**src/rtl/mem_responder_pkg.sv**
```systemverilog
// Shared types and default sizing for the byte-wide memory responder.
// Latency: n/a (declarations only).
// Backpressure: n/a (declarations only).
package mem_responder_pkg;

  localparam int ADDR_W_DEF    = 8;
  localparam int DATA_W_DEF    = 8;
  localparam int BURST_LEN_DEF = 4;

  typedef enum logic [1:0] {
    IDLE     = 2'd0,
    BURST_RD = 2'd1,
    BURST_WR = 2'd2
  } state_t;

endpackage

```
**src/rtl/mem_responder.sv**
```systemverilog
// Byte-addressed memory responder: single reads/writes plus BURST_LEN-beat vector bursts.
// Latency: read data registered, 1 cycle after the request edge; bursts stream one beat per cycle.
// Backpressure: none; Busy is high during a burst and any request then is dropped.
//
// Ports:
//   clock, reset   - rising-edge clock, synchronous active-low reset
//   MemRead, wren  - read / write request (both together = write-through)
//   VBurst         - turns the request into a BURST_LEN-beat transfer from address
//   address, data  - byte address (burst base) and write data (one beat per cycle)
//   q, qValid      - registered read data and its one-cycle valid
//   Busy           - burst in progress
//   Beat           - index of the beat on q, or of the beat just written
module mem_responder
  import mem_responder_pkg::*;
#(
  parameter int ADDR_W    = ADDR_W_DEF,
  parameter int DATA_W    = DATA_W_DEF,
  parameter int BURST_LEN = BURST_LEN_DEF
) (
  input  logic              clock,
  input  logic              reset,
  input  logic              MemRead,
  input  logic              wren,
  input  logic              VBurst,
  input  logic [ADDR_W-1:0] address,
  input  logic [DATA_W-1:0] data,
  output logic [DATA_W-1:0] q,
  output logic              qValid,
  output logic              Busy,
  output logic [1:0]        Beat
);

  localparam int DEPTH = 1 << ADDR_W;
  localparam int CNT_W = (BURST_LEN > 1) ? $clog2(BURST_LEN) : 1;
  localparam logic [CNT_W-1:0] LAST_BEAT = CNT_W'(BURST_LEN - 1);
  // A one-beat burst completes on its accept edge, so it never leaves IDLE.
  localparam bit MULTI_BEAT = (BURST_LEN > 1);

  state_t              state;
  logic [CNT_W-1:0]    cnt;   // index of the beat handled at the next edge
  logic [ADDR_W-1:0]   base;
  logic [DATA_W-1:0]   mem [DEPTH];

  logic [ADDR_W-1:0]   acc_addr;
  logic                wr_en;

  assign Busy = (state != IDLE);

  // Single port: in IDLE the request address is used, inside a burst the
  // running base+cnt address (wraps naturally at ADDR_W bits).
  always_comb begin
    acc_addr = address;
    if (state != IDLE) begin
      acc_addr = base + ADDR_W'(cnt);
    end
  end

  // Burst-write beats are written regardless of wren; reset blocks every write.
  always_comb begin
    wr_en = 1'b0;
    if (reset) begin
      wr_en = ((state == IDLE) && wren) || (state == BURST_WR);
    end
  end

  // Storage is never reset.
  always_ff @(posedge clock) begin
    if (wr_en) begin
      mem[acc_addr] <= data;
    end
  end

  always_ff @(posedge clock) begin
    if (!reset) begin
      state  <= IDLE;
      q      <= '0;
      qValid <= 1'b0;
      Beat   <= 2'd0;
      cnt    <= '0;
      base   <= '0;
    end else begin
      case (state)
        IDLE: begin
          qValid <= 1'b0;
          if (wren) begin
            Beat <= 2'd0;
            if (VBurst) begin
              // A burst with MemRead also set is still a plain burst write.
              base  <= address;
              cnt   <= CNT_W'(1);
              state <= MULTI_BEAT ? BURST_WR : IDLE;
            end else if (MemRead) begin
              // Write-through: the memory read would return stale data, so
              // forward the incoming byte instead.
              q      <= data;
              qValid <= 1'b1;
            end
          end else if (MemRead) begin
            q      <= mem[address];
            qValid <= 1'b1;
            Beat   <= 2'd0;
            if (VBurst) begin
              base  <= address;
              cnt   <= CNT_W'(1);
              state <= MULTI_BEAT ? BURST_RD : IDLE;
            end
          end
        end

        BURST_RD: begin
          q      <= mem[acc_addr];
          qValid <= 1'b1;
          Beat   <= 2'(cnt);
          cnt    <= cnt + CNT_W'(1);
          if (cnt == LAST_BEAT) begin
            cnt   <= '0;
            state <= IDLE;
          end
        end

        BURST_WR: begin
          qValid <= 1'b0;
          Beat   <= 2'(cnt);
          cnt    <= cnt + CNT_W'(1);
          if (cnt == LAST_BEAT) begin
            cnt   <= '0;
            state <= IDLE;
          end
        end

        default: begin
          state <= IDLE;
          cnt   <= '0;
        end
      endcase
    end
  end

endmodule

```
**config.mk**
```make
export PLATFORM = sky130hd
export DESIGN_NAME = mem_responder
export DESIGN_NICKNAME = d
export VERILOG_FILES = /design/src/rtl/mem_responder_pkg.sv /design/src/rtl/mem_responder.sv
export SDC_FILE = /design/constraint.sdc
export NUM_CORES = 2
export LEC_CHECK = 0
export CORE_MARGIN = 2
export CORE_UTILIZATION = 40
export CTS_CLUSTER_SIZE = 16
export DETAILED_ROUTE_END_ITERATION = 10
export PLACE_DENSITY = 0.57
export SYNTH_ARGS = -nofsm -noshare
export SYNTH_HDL_FRONTEND = slang
export SYNTH_SLANG_ARGS = --single-unit
```
**constraint.sdc**
```tcl
create_clock -name clock -period 8.5 [get_ports clock]
set_input_delay 1.7 -clock clock [delete_from_list [all_inputs] [get_ports clock]]
set_output_delay 1.7 -clock clock [all_outputs]
set_load 0.02 [all_outputs]
```
==> reports/results.md <==
| Item | Value | Unit |
|---|---|---|
| Run status | complete, no violations | - |
| CTS tree | built | - |
| Overall die area | 246,000 | µm² |
| Relative slew slack | 0.0666 | - |
| CTS Sinks | 2,071 | - |
| Starting density of the core | 0.403 | - |
| Multi-input logic area | 32,900 | µm² |
| Number of antenna violations at the first check in global routing | 15 | - |
| Number of routed nets with antenna violations | 0 | - |
| Power density over the cells | 248 | nW/µm² |
| Core Rows | 180 | - |
| Final cycle utilization of the critical path | 0.654 | - |
| Maximum root-to-sink buffer count | 3 | - |
| Number of vias in the routed layout | 55,200 | - |
| First-pass GRT wire length | 436,000 | µm |
| Bufs and invs on worst path | 1 | - |
| Delay-heaviest family, CP | compound AO/OA/AOI/OAI gates | - |
| Setup repair after global routing missed its margin | no | - |
| Fraction of the yosys area taken by sequential cells | 0.639 | - |
| Clock buffers created by TritonCTS | 217 | - |
| Max-cap violation count | 0 | - |
| Synthesized area per cell | 19.1 | µm² |
| Clock insertion delay at the later pin of the skew report | 0.90 | ns |
| Average detailed-routed wire length per instance | 36.9 | µm |
| Remaining routing DRC violations | 0 | - |
| Number of flops mapped to enable cells by yosys | 2,048 | - |
| Post-detailed-routing wire length | 311,000 | µm |
| Clock skew | 0.0694 | ns |
| Htree depth | 4 | - |
| Clock root buffer | sky130_fd_sc_hd__clkbuf_16 | - |
| Slowest stage delay, CP | 1.10 | ns |
| Fmax | 0.180 | GHz |
| Final-report max-slew violation count | 0 | - |
| Critical path peak fanout | 83 | - |
| Post-layout nets | 5,085 | - |
| Fillcell total | 20,300 | - |
| Reg clk slew, reported paths | 0.06 | ns |
| Number of endpoints failing setup at the final stage | 0 | - |
| Element type at the critical path start | flop | - |
| Largest net degree at the start of global routing | 146 | - |
| Top flip-flop cell by instance count after synthesis | sky130_fd_sc_hd__edfxtp_1 | - |
| Final cell count without fillers | 8,427 | - |
| DR vias/cell | 6.55 | - |
| Detailed-routing iteration count for the pre-antenna-repair pass | 6 | - |
| Via count of the first global-routing pass | 55,100 | - |
| Worst path arrival time | 6.41 | ns |
| Crit end category | flop | - |
| Final GP Congestion | 0.949 | - |
| Total routing usage reported by global routing | 0.251 | - |
| Final Critical Period | 5.56 | ns |
| Worst Path Required | 9.35 | ns |
| Number of buffers inserted to repair setup after CTS | 0 | - |
| Number of port buffers | 32 | - |
| Core area | 241,000 | µm² |
| Gate count of the mapped netlist | 5,077 | - |
| FF/Latch Area | 62,000 | µm² |
| Hold crit path type | reg2reg | - |
| Leakage power | 32.6 | nW |
| Detailed placement HPWL | 196,000 | µm |
| Count of state elements after synthesis | 2,071 | - |
| Post-Synthesis Net Count | 5,107 | - |
| Area Overhead vs Synth | 10.9 | % |
| Count of routing violations after the opening detailed-route iteration | 7,675 | - |
| Unique masters post-synth | 66 | - |
| Resized cells post-CTS | 0 | - |
| Crit path cell chain | ha_1 -> fa_1 -> mux2_8 -> buf_4 -> mux4_2 -> nand2_1 -> a31oi_1 -> o221ai_1 -> a222oi_1 -> o41a_1 | - |
| Share of synthesized registers carrying an async set or reset | 0 | - |
| Transition time of the tightest slew-check pin | 1.39 | ns |
| Accumulated negative setup slack | 0 | ns |
| Number of cells after detailed placement | 8,021 | - |
| Die boundary height | 496 | µm |
| Share of post-route cells with drive strength above 1 | 0.307 | - |
| CTS hold repair buffers | 0 | - |
| VDD IR max | 0.254 | mV |
| Count of endpoints failing hold in the final timing report | 0 | - |
| Design Power | 26.6 | mW |
| Cell Area, Synth | 96,900 | µm² |
| Crit path kind | reg2reg | - |
| Overall overflow remaining after global route | 0 | - |
| Number of primary I/O pins | 33 | - |
| Die Wd | 496 | µm |
| Highest-delay cell along the critical path | sky130_fd_sc_hd__a222oi_1 | - |
| Number of warning messages in the yosys log | 0 | - |
[cell usage in the layout, fill, tap and decap left out, drive strengths merged, types with 17 or more instances in the layout]
cell type      Yosys  routed
mux4            1121    1121
nand3            142     142
dfxtp             23      23
inv               10      17
buf              276     142
edfxtp          2048    2048
clkdlybuf4s50      0      19
a31oi             43      43
o21ai             56      56
nor2b             34      34
a22oi             39      39
nand2            426     426
nor2             351     351
and3              24      24
a311oi            21      21
nand4             28      28
a21oi             35      35
clkbuf           128     266
o221ai            30      30
clkinv             0     101
o31ai             23      23
o22ai             60      60
[area by class of cell]
cell class	count	share of cell area
tap	3185	0.0371
clock inverter	134	0.0115
sequential	2071	0.577
clock buffer	264	0.0526
multi-input combinational	2592	0.307
timing repair buffer	163	0.0150
inverter	10	0.000419
antenna	8	0.000186
[kinds of logic (layout without fill, tap and decap cells)]
group,after synthesis,count (layout),share of synthesized area
AOI/OAI and AO/OA,383,383,0.0279
xor gates and xnor gates,1,1,0.0000904
adders and majority gates,9,9,0.00124
buffers and inverters,414,571,0.0222
DFF,2071,2071,0.639
muxes,1141,1141,0.263
other,0,8,0
and+or+nand+nor,1058,1058,0.0465
[per-layer routing]
layer | vias up | global-route usage | share of wire
met5 | - | 0 | 0.000029
met1 | 29900 | 0.352 | 0.40
met4 | 2 | 0.106 | 0.045
met3 | 556 | 0.0492 | 0.091
met2 | 3127 | 0.386 | 0.47
li1 | 21600 | - | -
[through the flow]
stage	util	worst slack, ns	hold slack (ns)	instance area, µm²
finish	0.446	2.94	0.556	107000
global route	0.446	2.84	0.582	107000
CTS	0.446	3.20	0.541	107000
detailed placement	0.418	2.37	0.527	101000
global placement	0.418	2.51	0.509	101000
floorplan	-	4.08	0.491	96900
[cells in the mapped netlist (all sizes together), types with 21 or more instances]
cell       n  share of area
a21oi     35         0.0018
a22oi     39         0.0030
a311oi    21         0.0019
a31oi     43         0.0028
and3      24         0.0015
buf      276          0.017
clkbuf   128         0.0050
dfxtp     23         0.0048
edfxtp  2048           0.63
mux4    1121           0.26
nand2    426          0.017
nand3    142         0.0073
nand4     28         0.0018
nor2     351          0.014
nor2b     34         0.0022
o21ai     56         0.0029
o221ai    30         0.0028
o22ai     60         0.0039
o31ai     23         0.0019
[path summary, 6_finish.rpt]
path,to,from,slack (ns),cells past startpoint
setup / recovery,q[2],cnt[0],2.94,10
hold / removal,base[0],base[0],0.56,2
setup reg to reg,q[2],cnt[0],2.94,10
hold reg to reg,base[0],base[0],0.56,2
[power breakdown]
part           internal, mW  switching [mW]
clock                  5.19            4.15
sequential             11.3          0.0576
combinational          2.13            3.84
[registers in the layout, summed over array words and instances (netlist names)]
| signal | flops |
|---|---|
| state | 2 |
| Beat | 2 |
| q | 8 |
| base | 8 |
| mem | 2048 |
| qValid | 1 |
| cnt | 2 |
[worst reg2reg max path, stage by stage, from the launching register on]
cell and delay (ns):
sky130_fd_sc_hd__dfxtp_1 0.39, sky130_fd_sc_hd__ha_1 0.29, sky130_fd_sc_hd__fa_1 0.69, sky130_fd_sc_hd__mux2_8 0.86, sky130_fd_sc_hd__buf_4 0.86, sky130_fd_sc_hd__mux4_2 0.37
sky130_fd_sc_hd__nand2_1 0.11, sky130_fd_sc_hd__a31oi_1 0.24, sky130_fd_sc_hd__o221ai_1 0.31, sky130_fd_sc_hd__a222oi_1 1.10, sky130_fd_sc_hd__o41a_1 0.30
(Power assumes the default switching activity.)
